$ cat config.mk
export PLATFORM = sky130hd
export DESIGN_NAME = color_classifier
export DESIGN_NICKNAME = d
export VERILOG_FILES = /design/src/rtl/color_pkg.sv /design/src/rtl/color_dominance.sv /design/src/rtl/color_classifier.sv
export SDC_FILE = /design/constraint.sdc
export NUM_CORES = 1
export LEC_CHECK = 0
export ABC_AREA = 1
export CAP_MARGIN = 5
export CORE_UTILIZATION = 55
export DETAILED_ROUTE_END_ITERATION = 16
export GPL_TIMING_DRIVEN = 0
export PLACE_DENSITY_LB_ADDON = 0.1
export RECOVER_POWER = 25
export SYNTH_ARGS = -nofsm -noshare
export SYNTH_HDL_FRONTEND = slang
export SYNTH_SLANG_ARGS = --single-unit
$ cat constraint.sdc
create_clock -name clk -period 3.6 [get_ports clk]
set_clock_uncertainty 0.2 [all_clocks]
set_input_delay 0.72 -clock clk [delete_from_list [all_inputs] [get_ports clk]]
set_output_delay 0.72 -clock clk [all_outputs]
set_load 0.005 [all_outputs]
$ cat src/rtl/color_pkg.sv
// Shared class encodings and FSM state constants for the colour
// classification slice.
package color_pkg;

    typedef logic [1:0] color_cls_t;

    localparam color_cls_t CLS_NONE  = 2'd0;
    localparam color_cls_t CLS_RED   = 2'd1;
    localparam color_cls_t CLS_GREEN = 2'd2;
    localparam color_cls_t CLS_BLUE  = 2'd3;

    localparam logic [1:0] ST_ACCUM  = 2'd0;
    localparam logic [1:0] ST_CALC   = 2'd1;
    localparam logic [1:0] ST_UPDATE = 2'd2;

endpackage

$ cat src/rtl/color_dominance.sv
// Divider-free colour decision on one set of averaged channel values:
// a channel wins only if it beats both others by the configured margin.
module color_dominance import color_pkg::*; #(
    parameter int DARK_TH      = 64,
    parameter int MARGIN_SHIFT = 2
) (
    input  logic [15:0] avg_r,
    input  logic [15:0] avg_g,
    input  logic [15:0] avg_b,
    output color_cls_t  cls
);

    logic [17:0] total;

    // 17-bit compare: other + other/2^MARGIN_SHIFT cannot overflow
    function automatic logic dominates(input logic [15:0] ch, input logic [15:0] other);
        logic [16:0] limit;
        limit = {1'b0, other} + {1'b0, (other >> MARGIN_SHIFT)};
        return {1'b0, ch} > limit;
    endfunction

    always_comb begin
        total = {2'b00, avg_r} + {2'b00, avg_g} + {2'b00, avg_b};
        cls   = CLS_NONE;
        if (total >= 18'(DARK_TH)) begin
            if (dominates(avg_r, avg_g) && dominates(avg_r, avg_b))
                cls = CLS_RED;
            else if (dominates(avg_g, avg_r) && dominates(avg_g, avg_b))
                cls = CLS_GREEN;
            else if (dominates(avg_b, avg_r) && dominates(avg_b, avg_g))
                cls = CLS_BLUE;
        end
    end

endmodule

$ cat src/rtl/color_classifier.sv
// Averages RGB triples over a window, classifies each window, debounces the
// class over consecutive windows and counts confirmed coloured objects.
module color_classifier import color_pkg::*; #(
    parameter int AVG_LOG2     = 2,
    parameter int DARK_TH      = 64,
    parameter int MARGIN_SHIFT = 2,
    parameter int STABLE_N     = 3,
    parameter int CNT_W        = 8
) (
    input  logic             clk,
    input  logic             rst,
    input  logic             sample_valid,
    input  logic [15:0]      red,
    input  logic [15:0]      green,
    input  logic [15:0]      blue,
    input  logic             clear_counts,
    output logic             class_valid,
    output color_cls_t       color_class,
    output color_cls_t       stable_class,
    output logic             count_pulse,
    output logic [CNT_W-1:0] cnt_red,
    output logic [CNT_W-1:0] cnt_green,
    output logic [CNT_W-1:0] cnt_blue,
    output logic             overrun
);

    // AVG_LOG2 must be at least 1 so the sample counter has a bit to hold
    localparam int ACC_W = 16 + AVG_LOG2;
    localparam int RUN_W = $clog2(STABLE_N + 1);
    localparam logic [AVG_LOG2-1:0] LAST_SMP = '1;
    localparam logic [RUN_W-1:0]    RUN_MAX  = RUN_W'(STABLE_N);
    localparam logic [RUN_W-1:0]    RUN_ONE  = RUN_W'(1);

    logic [1:0]          state;
    logic [ACC_W-1:0]    acc_r_p0, acc_g_p0, acc_b_p0;
    logic [AVG_LOG2-1:0] smp_cnt;
    logic [15:0]         avg_r_p1, avg_g_p1, avg_b_p1;
    color_cls_t          win_cls_p1;
    color_cls_t          candidate, nxt_cand;
    logic [RUN_W-1:0]    run_len, nxt_run;
    logic                confirm;

    function automatic logic [CNT_W-1:0] sat_inc(input logic [CNT_W-1:0] v);
        return (&v) ? v : v + CNT_W'(1);
    endfunction

    // ---- CALC stage: truncating average and window decision ----
    assign avg_r_p1 = acc_r_p0[ACC_W-1:AVG_LOG2];
    assign avg_g_p1 = acc_g_p0[ACC_W-1:AVG_LOG2];
    assign avg_b_p1 = acc_b_p0[ACC_W-1:AVG_LOG2];

    color_dominance #(
        .DARK_TH      (DARK_TH),
        .MARGIN_SHIFT (MARGIN_SHIFT)
    ) u_dominance (
        .avg_r (avg_r_p1),
        .avg_g (avg_g_p1),
        .avg_b (avg_b_p1),
        .cls   (win_cls_p1)
    );

    // ---- UPDATE stage: run-length debounce ----
    always_comb begin
        nxt_cand = color_class;
        nxt_run  = RUN_ONE;
        if (color_class == candidate) begin
            nxt_cand = candidate;
            nxt_run  = (run_len >= RUN_MAX) ? RUN_MAX : run_len + RUN_ONE;
        end
        confirm = (state == ST_UPDATE) && (nxt_run == RUN_MAX) &&
                  (nxt_cand != stable_class);
    end

    always_ff @(posedge clk or posedge rst) begin
        if (rst) begin
            state        <= ST_ACCUM;
            acc_r_p0     <= '0;
            acc_g_p0     <= '0;
            acc_b_p0     <= '0;
            smp_cnt      <= '0;
            run_len      <= '0;
            candidate    <= CLS_NONE;
            color_class  <= CLS_NONE;
            stable_class <= CLS_NONE;
            class_valid  <= 1'b0;
            count_pulse  <= 1'b0;
            overrun      <= 1'b0;
        end else begin
            class_valid <= (state == ST_CALC);
            overrun     <= sample_valid && (state != ST_ACCUM);
            count_pulse <= confirm && (nxt_cand != CLS_NONE);
            case (state)
                ST_ACCUM: begin
                    if (sample_valid) begin
                        acc_r_p0 <= acc_r_p0 + ACC_W'(red);
                        acc_g_p0 <= acc_g_p0 + ACC_W'(green);
                        acc_b_p0 <= acc_b_p0 + ACC_W'(blue);
                        smp_cnt  <= smp_cnt + AVG_LOG2'(1);
                        if (smp_cnt == LAST_SMP)
                            state <= ST_CALC;
                    end
                end
                ST_CALC: begin
                    acc_r_p0    <= '0;
                    acc_g_p0    <= '0;
                    acc_b_p0    <= '0;
                    smp_cnt     <= '0;
                    color_class <= win_cls_p1;
                    state       <= ST_UPDATE;
                end
                ST_UPDATE: begin
                    candidate <= nxt_cand;
                    run_len   <= nxt_run;
                    if (confirm)
                        stable_class <= nxt_cand;
                    state <= ST_ACCUM;
                end
                default: state <= ST_ACCUM;
            endcase
        end
    end

    // Clear beats a coincident increment
    always_ff @(posedge clk or posedge rst) begin
        if (rst) begin
            cnt_red   <= '0;
            cnt_green <= '0;
            cnt_blue  <= '0;
        end else if (clear_counts) begin
            cnt_red   <= '0;
            cnt_green <= '0;
            cnt_blue  <= '0;
        end else if (confirm) begin
            case (nxt_cand)
                CLS_RED:   cnt_red   <= sat_inc(cnt_red);
                CLS_GREEN: cnt_green <= sat_inc(cnt_green);
                CLS_BLUE:  cnt_blue  <= sat_inc(cnt_blue);
                default:   ;
            endcase
        end
    end

endmodule

Word-level counts from Yosys, hierarchy flattened. Index checks and enable logic that the tools add are counted.

Register bits: 93. Input port bits: 52. Output and inout port bits: 31.

$add $sub $neg: 13. $lt $le $gt $ge: 8. Eq/ne operators: 14. Multiplexer cells: 30. Reduce and logical (&&, ||, !) cells: 24.

Operators with widths (number): $pmux 18 s2 (3); $gt 16x17->1 (6); $mux 8 (12); $add 18x16->18 (4); $mux 18 (3); $add 16x14->17 (3); $add 8x1->8 const B (3); $reduce_and 8->1 (3); $mux 2 (10); $ge 18x7->1 const B (1); $add 16x16->17 (1); $reduce_bool 2->1 (7); $eq 2x2->1 const B (5); $ne 2x2->1 const B (5); $reduce_and 3->1 (3); $pmux 2 s2 (2); $logic_and 1x1->1 (7); $reduce_and 2->1 (3); $add 2x1->2 const B (2); $eq 2x1->1 const B (2); $eq 2x2->1 (1); $ge 2x2->1 const B (1); $logic_not 2->1 (1); $ne 2x2->1 (1).

Logic depth before layout (Yosys ltp). Gate-level depths: netlist of run 1.

Depth in word-level cells: 8. Gate-level depth with buffers: 27.

By module. Synthesis of run 1 repeated with hierarchy kept, for this count alone.

Cells, all modules: 1787. Area total of the unflattened synthesis: 12296.8 um^2.

By module, submodules not included: color_classifier (instances 1, cells each 941, area an instance 6660.1 um^2, seq. area each 2327.2 um^2); color_dominance (instances 1, cells each 846, area an instance 5636.7 um^2, seq. area each 0.0 um^2).

Worst setup path before layout of run 1. Ideal clock, no wire load.

Kind: register -> register. From: register acc_r_p0[3]. To: register color_class[0]. Library setup time: 0.116 ns. Arrival: 3.238 ns. Data required time: 3.284 ns. Path slack: 0.045 ns. Cell stages (with the launch flop): 25. Period minus slack after synthesis: 3.555 ns. Cell sequence: dfrtp_1 -> inv_1 -> fa_1 -> nand3b_1 -> nand2_1 -> nand2_1 -> nand2_1 -> a21oi_1 -> o21ai_0 -> a31oi_1 -> xor2_1 -> ha_1 -> nand2_1 -> nor2_1 -> inv_1 -> nor2_1 -> nor2_1 -> a21oi_1 -> a21oi_1 -> inv_1 -> nand3_1 -> nand2_1 -> inv_1 -> nand2_1 -> nand2_1.

Cells in the longest elaborated chain, start to end: 7.

Ends and longest elaborated chain: start: declaration (RTL line color_classifier.sv:35) `logic [ACC_W-1:0] acc_r_p0, acc_g_p0, acc_b_p0;`; start signal: assignment (RTL line color_classifier.sv:95) `acc_r_p0 <= acc_r_p0 + ACC_W'(red);`; parallel branches: the longest is 6 deep, another holds $add 18x16->18; $mux 2 * (RTL line color_dominance.sv:25) `if (total >= 18'(DARK_TH)) begin`; end signal: assignment (RTL line color_classifier.sv:108) `color_class <= win_cls_p1;`; end: declaration (RTL line color_classifier.sv:18) `output color_cls_t color_class,`.

Mark *: on every way between the ends. A chain may end at the register's enable or synchronous reset.

Final worst setup path of run 1.
From: register acc_g_p0[4]. To: register color_class[1].

Cells in the longest elaborated chain, start to end: 7.

Ends and longest elaborated chain: start: declaration (RTL line color_classifier.sv:35); start signal: assignment (RTL line color_classifier.sv:96) `acc_g_p0 <= acc_g_p0 + ACC_W'(green);`; parallel branches: the longest is 6 deep, another holds $add 18x16->18; $mux 2 * (RTL line color_dominance.sv:25).

Marked as above.

==> flow_summary.json, run 1 <==
{
  "synthFlopType": "dfrtp_1",
  "min_to": "state[1]$_DFFE_PP0P_",
  "antenna_found_initial": 1,
  "numCtsBuffers": 9,
  "cts_buffer_depth": 2,
  "drtPass1Iterations": 5,
  "cap_viol_max_count": 1,
  "worst_pin_slew_ns": 1.54,
  "cts_root_buf": "clkbuf_16",
  "drtIter0Drc": 872,
  "slowest_stage": "dfrtp_2",
  "syn_inst": 1757,
  "hpwlAfterDp_um": 28700,
  "crit_arrival_ns": 3.91,
  "synth_seq_cells": 93,
  "maxSlewViolCount": 35,
  "die_w_um": 150,
  "critical_path.most_common_cell": "nand2_1",
  "slowest_delay_ns": 0.50,
  "dpl_cell_area_sq_um": 13200,
  "rsz0062_at_grt": "yes",
  "core_area_sq_um": 21200,
  "cts_tree": "built",
  "drt-total-wl_um": 39700,
  "setup_viol": 2,
  "finalHoldViolations": 0,
  "yosys-top-cells-count": "nand2_1 (481), ha_1 (222), inv_1 (199)",
  "h-tree-depth": 3,
  "hold_path.class": "flop to flop",
  "routedWlPerCell_um": 18.1,
  "max_freq_mhz": 259,
  "grt.total_usage_pct": 36.3,
  "synth_compound_area_share_pct": 16.6,
  "holdWs_ns": 0.282,
  "ys_types": 55,
  "start_util_pct": 56.7,
  "holdPathStages": 1,
  "syn_nets": 2039,
  "min_from": "state[1]$_DFFE_PP0P_",
  "gp_routability_congestion": 0.977,
  "multi_input_area_sq_um": 9210,
  "cp.required_ns": 3.65,
  "die_h_um": 150,
  "reg2reg_slack_ns": -0.26,
  "violations": "max-capacitance violations, max-slew violations, negative setup slack",
  "timing.rr.end": "color_class[1]$_DFFE_PP0P_",
  "rr_worst_depth": 26,
  "route.vias.total": 12840,
  "path_max_fanout": 4,
  "slew_headroom_pct": -2.97,
  "critical_path_class": "flop to flop",
  "drcViolationCount": 0,
  "grt_pass1_wl_um": 62200,
  "synth_edf_count": 0,
  "synth-adder-area-share_pct": 24.4,
  "io_pins": 83,
  "dieArea_sq_um": 22500,
  "rows": 53,
  "ant_nets": 0,
  "regArea_sq_um": 2360,
  "startpoint_type": "flop",
  "grt_max_degree": 61,
  "dpl_worst_slack_ns": -0.889,
  "via_per_inst": 5.84,
  "synth-simple-area-share_pct": 27.4,
  "area_growth_pct": 20.3,
  "nets": 2199,
  "clk_latency_ns": 0.36,
  "finalCritPeriodShare_pct": 107,
  "cts_num_sinks": 93,
  "ys_seq_area_share_pct": 19.4,
  "worst_slack_ns": -0.261,
  "fin_area_sq_um": 14500,
  "synth_mux_area_share_pct": 0,
  "synth-xor-area-share_pct": 5.24,
  "synth_top_area_share_pct": 23.1,
  "diodes": 0,
  "syn_area_sq_um": 12000,
  "clk_pin_slew_ns": 0.08,
  "end_kind": "flop",
  "grt_pass1_vias": 12239,
  "drive_above_1_share_pct": 10.6,
  "synthTopCellsByArea": "ha_1 (23%), dfrtp_1 (19%), nand2_1 (15%), a21oi_1 (7.1%), inv_1 (6.2%)",
  "fillers": 1876,
  "ys_warn_count": 0,
  "min_period_ns": 3.86,
  "synth_top_family_by_area": "simple AND/OR/NAND/NOR gates",
  "portBuffers": 81,
  "outcome": "finished, violations left",
  "grt-ovfl-total": 0,
  "yosysMostFrequentCell": "nand2_1",
  "yosys.area.top_type": "ha_1",
  "r2r_start": "acc_g_p0[4]$_DFFE_PP0P_",
  "synth-async-reset-ratio_pct": 100,
  "syn_avg_cell_area_sq_um": 6.84
}
-- repair_timing --
action | in CTS | in global routing
setup endpoints to repair | 2 | 2
hold buffers | 0 | 0
pin swaps | 42 | 28
setup buffers | 58 | 9
gates resized for setup | 89 | 21
-- cell usage in the layout, fill, tap and decap left out, types with 16 or more instances in the layout --
| master | synthesis | final |
|---|---|---|
| nor3_1 | 22 | 20 |
| nand4_1 | 23 | 23 |
| inv_1 | 199 | 195 |
| o21ai_1 | 23 | 16 |
| nand2_1 | 481 | 470 |
| dfrtp_2 | 0 | 27 |
| nand3_1 | 103 | 99 |
| buf_4 | 0 | 60 |
| xor2_1 | 43 | 43 |
| a21oi_1 | 171 | 157 |
| o21ai_0 | 82 | 81 |
| clkdlybuf4s50_1 | 0 | 79 |
| nor2_1 | 137 | 133 |
| xnor2_1 | 27 | 26 |
| dfrtp_1 | 93 | 66 |
| ha_1 | 222 | 206 |
-- cells by family (layout without fill, tap and decap cells) --
logic type | after synthesis | count (layout)
AND/OR/NAND/NOR | 790 | 790
flip-flops | 93 | 93
buffers and inverters | 220 | 385
XOR/XNOR | 71 | 71
adder cells (fa/ha/maj) | 230 | 230
AO/OA/AOI/OAI | 353 | 353
-- worst max-delay path by stage --
stage                            startpoint                          to  slack, ns  cells after the start
finish              acc_g_p0[4]$_DFFE_PP0P_  color_class[1]$_DFFE_PP0P_      -0.26                     26
global route        acc_r_p0[2]$_DFFE_PP0P_  color_class[0]$_DFFE_PP0P_      -0.47                     26
detailed placement  acc_g_p0[3]$_DFFE_PP0P_  color_class[0]$_DFFE_PP0P_      -0.89                     25
floorplan           acc_r_p0[3]$_DFFE_PP0P_  color_class[0]$_DFFE_PP0P_       0.05                     24
CTS                 acc_g_p0[4]$_DFFE_PP0P_  color_class[0]$_DFFE_PP0P_      -0.19                     26
global placement                        rst  color_class[0]$_DFFE_PP0P_      -1.34                      2
-- flip-flops by register name (all words and copies together), names as in the netlist --
name	flops
acc_b_p0	18
acc_g_p0	18
acc_r_p0	18
cnt_blue	8
cnt_green	8
cnt_red	8
candidate	2
color_class	2
run_len	2
smp_cnt	2
stable_class	2
state	2
class_valid	1
count_pulse	1
overrun	1
-- final cells by class --
cell class,instances,share of cell area (%)
Multi-Input combinational cell,1444,63.7
Timing Repair Buffer,149,9.44
Tap cell,275,2.38
Inverter,206,5.39
Clock inverter,6,0.804
Clock buffer,10,1.58
Buffer,14,0.381
Sequential cell,93,16.3
-- stage by stage --
step	cells	utilization [%]	setup TNS [ns]
final	2197	68.2	-0.501
after global routing	2197	68.2	-0.893
after CTS	2188	67.6	-0.304
after detailed placement	2114	62.2	-1.71
after global placement	2113	62.1	-125.56
after floorplan	1757	-	0
-- layer usage --
layer,GRT usage (%),vias to the layer above,wire [um]
met5,0,-,8
met3,6.28,135,3310
li1,-,6280,-
met4,18.3,2,1980
met2,60.0,470,18000
met1,45.5,5953,16300
-- critical path, delay by kind of cell (launching register included) --
kind	cells	cell delay (ns)
buffers and inverters	3	0.38
and+or+nand+nor	14	1.34
DFF	1	0.50
adders and majority gates	2	0.53
AOI/OAI and AO/OA	7	0.83
Power of run 1 is not shown: default switching activity piles up to over one toggle a cycle in this logic, so the estimate is an artifact.
==> run 2: changes to the inputs <==
==> constraint.sdc (replaced) <==
create_clock -name clk -period 4.2 [get_ports clk]
set_clock_uncertainty 0.2 [all_clocks]
set_input_delay 0.84 -clock clk [delete_from_list [all_inputs] [get_ports clk]]
set_output_delay 0.84 -clock clk [all_outputs]
set_load 0.005 [all_outputs]
==> run 2 against run 1 <==
  * The flow finishes with violations (max-capacitance violations, max-slew violations)
  * Fmax down 3.8%
  * First-iteration DRC count fell by 7.5%
  * Via count fell by 2.9%
  * Non-clock buffer count is 39 lower
  * Setup slack better by 0.45 ns
  * Flip-flop and latch count unchanged
  * Utilization fell by 2.7 points
  * Final area decreased by 4.0%
  * Critical endpoint unchanged
==> flow_summary.json, run 2 (synthesis results as in run 1) <==
{
  "numCtsBuffers": 9,
  "critical_path.startpoint": "acc_g_p0[3]$_DFFE_PP0P_",
  "ant_nets": 0,
  "diodes": 0,
  "postCtsHoldBufs": 0,
  "area_growth_pct": 15.5,
  "fin_cells": 2158,
  "dieArea_sq_um": 22500,
  "dp.cells": 2114,
  "critical_path.most_common_cell": "nand2_1",
  "min_from": "state[1]$_DFFE_PP0P_",
  "grt_pass1_vias": 11748,
  "slew_headroom_pct": -7.78,
  "grt-ovfl-total": 0,
  "tns_ns": 0,
  "fillers": 1966,
  "min_to": "state[1]$_DFFE_PP0P_",
  "path_max_fanout": 5,
  "holdPathStages": 1,
  "rows": 53,
  "top_regs": "acc_b_p0 x18, acc_g_p0 x18, acc_r_p0 x18",
  "gp_routability_congestion": 0.977,
  "regArea_sq_um": 2350,
  "rr_worst_depth": 26,
  "cts_root_buf": "clkbuf_16",
  "nets": 2160,
  "hpwlAfterDp_um": 28700,
  "timing.rr.end": "color_class[1]$_DFFE_PP0P_",
  "cts_buffer_depth": 2,
  "violations": "max-capacitance violations, max-slew violations",
  "outcome": "finished, violations left",
  "slowest_stage": "dfrtp_2",
  "reg2reg_slack_ns": 0.19,
  "setup_viol": 0,
  "critical_path_class": "flop to flop",
  "route.vias.total": 12465,
  "grt_max_degree": 61,
  "finalCritPeriodShare_pct": 95.6,
  "drive_above_1_share_pct": 6.00,
  "crit_arrival_ns": 4.06,
  "start_util_pct": 56.7,
  "die_w_um": 150,
  "drtPass1Iterations": 8,
  "antenna_found_initial": 0,
  "drcViolationCount": 0,
  "max_freq_mhz": 249,
  "clk_pin_slew_ns": 0.08,
  "end_kind": "flop",
  "finalHoldViolations": 0,
  "portBuffers": 81,
  "clk_latency_ns": 0.36,
  "cts_tree": "built",
  "grt_pass1_wl_um": 58500,
  "die_h_um": 150,
  "worst_pin_slew_ns": 1.61,
  "slowest_delay_ns": 0.40,
  "cap_viol_max_count": 1,
  "io_pins": 83,
  "drtIter0Drc": 807,
  "core_area_sq_um": 21200,
  "multi_input_area_sq_um": 8960,
  "routedWlPerCell_um": 17.2,
  "drt-total-wl_um": 37100,
  "cp.required_ns": 4.25,
  "startpoint_type": "flop",
  "maxSlewViolCount": 34,
  "cts_num_sinks": 93,
  "h-tree-depth": 3,
  "grt.total_usage_pct": 33.9,
  "min_period_ns": 4.01,
  "layout_common_cells": "nand2_1 (478), ha_1 (217), inv_1 (198)",
  "r2r_start": "acc_g_p0[3]$_DFFE_PP0P_",
  "via_per_inst": 5.78,
  "hold_path.class": "flop to flop",
  "layout_commonest_cell": "nand2_1"
}
## run 2: cell types whose count changed in the layout (fill, tap and decap cells not counted), moves of 4 or more
cell	before	now
dfrtp_1	66	72
a21oi_2	12	4
buf_6	5	0
nand2_1	470	478
ha_1	206	217
a21oi_1	157	167
ha_4	13	3
buf_4	60	28
o21ai_1	16	20
nand2_2	13	5
o21ai_2	9	5
dfrtp_2	27	21
## run 2: critical path: cells and delay by family, from the launching register on
kind / cells / cell delay, ns
flops: 1 / 0.40
simple gates: 15 / 1.38
compound gates: 6 / 0.98
buf+inv: 3 / 0.42
fa+ha+maj: 2 / 0.52
## run 2: routing by layer
metal	GRT usage, %	share of wire, %
met2	57.1	46
met4	15.7	4.4
met3	3.87	6.2
met5	0	0
met1	43.1	43
## run 2: timing repair
item / in CTS / in global routing
gates resized for setup: 11 / 38
gates cloned: 0 / 0
setup endpoints to repair: 2 / 2
pin swaps: 0 / 13
buffers inserted: 2 / 26
## run 2: through the flow
step	cell area (sq um)	utilization [%]	worst slack, ns	hold slack, ns
after global routing	13900	65.4	-0.102	0.305
final	13900	65.4	0.187	0.286
after global placement	13200	62.1	-0.863	0.263
after detailed placement	13200	62.2	-0.289	0.274
after CTS	13600	64.0	0.00268	0.283
after floorplan	12000	-	0.645	0.246
## run 2: final cells by class
class | count | share of cell area [%]
multi-input combinational | 1444 | 64.5
sequential | 93 | 17.0
timing repair buffer | 110 | 7.55
inverter | 206 | 5.60
tap | 275 | 2.48
clock buffer | 10 | 1.65
clock inverter | 6 | 0.838
buffer | 14 | 0.397
## run 2: how the worst max path moves through the flow
stage / end / slack (ns) / depth (start not counted)
global route: color_class[0]$_DFFE_PP0P_ / -0.10 / 26
CTS: color_class[0]$_DFFE_PP0P_ / 0.003 / 26
detailed placement: color_class[0]$_DFFE_PP0P_ / -0.29 / 25
finish: color_class[1]$_DFFE_PP0P_ / 0.19 / 26
global placement: color_class[0]$_DFFE_PP0P_ / -0.86 / 2
floorplan: color_class[0]$_DFFE_PP0P_ / 0.65 / 24
Power of run 2 is left out for the same reason.
==> run 3: changes to the inputs <==
--- a/config.mk
+++ b/config.mk
@@ -7,7 +7,9 @@
 export LEC_CHECK = 0
 export ABC_AREA = 1
 export CAP_MARGIN = 5
+export CORE_ASPECT_RATIO = 1.25
 export CORE_UTILIZATION = 55
+export CTS_CLUSTER_DIAMETER = 60
 export DETAILED_ROUTE_END_ITERATION = 16
 export GPL_TIMING_DRIVEN = 0
 export PLACE_DENSITY_LB_ADDON = 0.1
==> run 3 against run 2 <==
  * The flow still finishes with violations (max-capacitance violations, max-slew violations)
  * Final cell count about the same
  * Die area about the same
  * First-iteration DRC count decreased by 31%
  * Via count decreased by 1.6%
  * Register-to-register slack improved by 0.04 ns
  * Wire length decreased by 4.7%
  * Worst hold slack got worse by 0.0085 ns
  * Fmax increased by 0.95%
  * Final area decreased by 0.26%
  * Setup slack improved by 0.038 ns
  * Sequential share of layout area about the same
  * Critical path type unchanged
==> flow_summary.json, run 3 (synthesis results as in run 1) <==
{
  "max_freq_mhz": 252,
  "layout_commonest_cell": "nand2_1",
  "holdPathStages": 1,
  "crit_buf_inv": 2,
  "die_w_um": 134,
  "cts_buffer_depth": 2,
  "cpLargestDelayFamily": "simple AND/OR/NAND/NOR gates",
  "worstPathCellList": "ha_1 -> inv_1 -> nor3_1 -> nand2_1 -> o211ai_1 -> a21boi_2 -> o21ai_2 -> a31oi_1 -> xor2_1 -> ha_4 -> a21oi_2 -> nand2_1 -> a21oi_2 -> nand2_1 -> nand2_1 -> nand2_1 -> nor2_1 -> nand3_1 -> nor2_2 -> nand3_4 -> nand2_2 -> inv_1 -> nand2_1 -> nand2_1",
  "route.vias.total": 12270,
  "critical_path.startpoint": "acc_g_p0[5]$_DFFE_PP0P_",
  "outcome": "finished, violations left",
  "top_regs": "acc_b_p0 x18, acc_g_p0 x18, acc_r_p0 x18",
  "drtPass1Iterations": 5,
  "cts_tree": "built",
  "numCtsBuffers": 9,
  "finalHoldViolations": 0,
  "start_util_pct": 56.0,
  "grt.total_usage_pct": 31.8,
  "dieArea_sq_um": 22500,
  "cts_num_sinks": 93,
  "hold_path.class": "flop to flop",
  "r2r_start": "acc_g_p0[5]$_DFFE_PP0P_",
  "routedWlPerCell_um": 16.4,
  "tns_ns": 0,
  "io_pins": 83,
  "maxSlewViolCount": 39,
  "rows": 60,
  "drive_above_1_share_pct": 5.53,
  "path_max_fanout": 7,
  "antenna_found_initial": 0,
  "startpoint_type": "flop",
  "min_period_ns": 3.98,
  "cap_viol_max_count": 1,
  "violations": "max-capacitance violations, max-slew violations",
  "postCtsHoldBufs": 0,
  "hpwlAfterDp_um": 28000,
  "nets": 2157,
  "gp_routability_congestion": 0.941,
  "area_growth_pct": 15.2,
  "grt_pass1_wl_um": 56200,
  "slowest_stage": "dfrtp_2",
  "via_per_inst": 5.68,
  "cp.required_ns": 4.26,
  "clk_pin_slew_ns": 0.08,
  "die_h_um": 167,
  "grt_pass1_vias": 11724,
  "end_kind": "flop",
  "rr_worst_depth": 24,
  "cts_root_buf": "clkbuf_16",
  "critical_path.most_common_cell": "nand2_1",
  "dp.cells": 2118,
  "portBuffers": 81,
  "setup_viol": 0,
  "grt_max_degree": 56,
  "min_from": "state[1]$_DFFE_PP0P_",
  "core_area_sq_um": 21500,
  "critical_path_class": "flop to flop",
  "drtIter0Drc": 554,
  "h-tree-depth": 3,
  "diodes": 0,
  "crit_arrival_ns": 4.04,
  "drt-total-wl_um": 35300,
  "path_depth": 24,
  "slowest_delay_ns": 0.50,
  "worst_pin_slew_ns": 1.95,
  "finalCritPeriodShare_pct": 94.6,
  "holdWs_ns": 0.277,
  "grt-ovfl-total": 0,
  "slew_headroom_pct": -30.6,
  "fin_cells": 2159,
  "drcViolationCount": 0,
  "layout_common_cells": "nand2_1 (479), ha_1 (216), inv_1 (198)",
  "clk_latency_ns": 0.36,
  "ant_nets": 0
}
run 3: final timing paths:
path                                              end  slack, ns
min                              state[1]$_DFFE_PP0P_       0.28
max reg2reg                color_class[0]$_DFFE_PP0P_       0.22
min reg2reg                      state[1]$_DFFE_PP0P_       0.28
min in group asynchronous      cnt_red[0]$_DFFE_PP0P_       1.22
max in group asynchronous     acc_r_p0[7]$_DFFE_PP0P_       1.61
max                        color_class[0]$_DFFE_PP0P_       0.22
run 3: stage by stage:
step	util, %	cell area [sq um]	worst slack, ns
floorplan	-	12000	0.645
global placement	61.4	13200	-0.967
detailed placement	61.5	13200	-0.254
CTS	63.1	13500	0.00719
global route	64.5	13800	-0.0642
finish	64.5	13800	0.225
run 3: timing repair:
action,in CTS,in global routing
cloned,0,0
endpoints found under the setup margin,2,2
buffers inserted,0,25
hold endpoints to repair,0,0
gates resized for setup,14,30
pin swaps,0,12
run 3: routing by layer:
layer | wire [um] | GRT usage (%) | share of wire [%] | vias up
li1 | - | - | - | 6197
met1 | 14400 | 36.3 | 41 | 5675
met4 | 2000 | 17.2 | 5.7 | 0
met3 | 1450 | 3.60 | 4.1 | 105
met2 | 17500 | 57.4 | 50 | 293
met5 | 0 | 0 | 0 | -
run 3: final cells by class:
cell class | count | area [sq um]
Multi-Input combinational cell | 1444 | 8990
Fill cell | 2058 | 7620
Sequential cell | 93 | 2350
Timing Repair Buffer | 107 | 1030
Inverter | 206 | 777
Tap cell | 279 | 349
Clock buffer | 9 | 225
Clock inverter | 7 | 81.3
Buffer | 14 | 55.1
Power of run 3 is left out for the same reason.
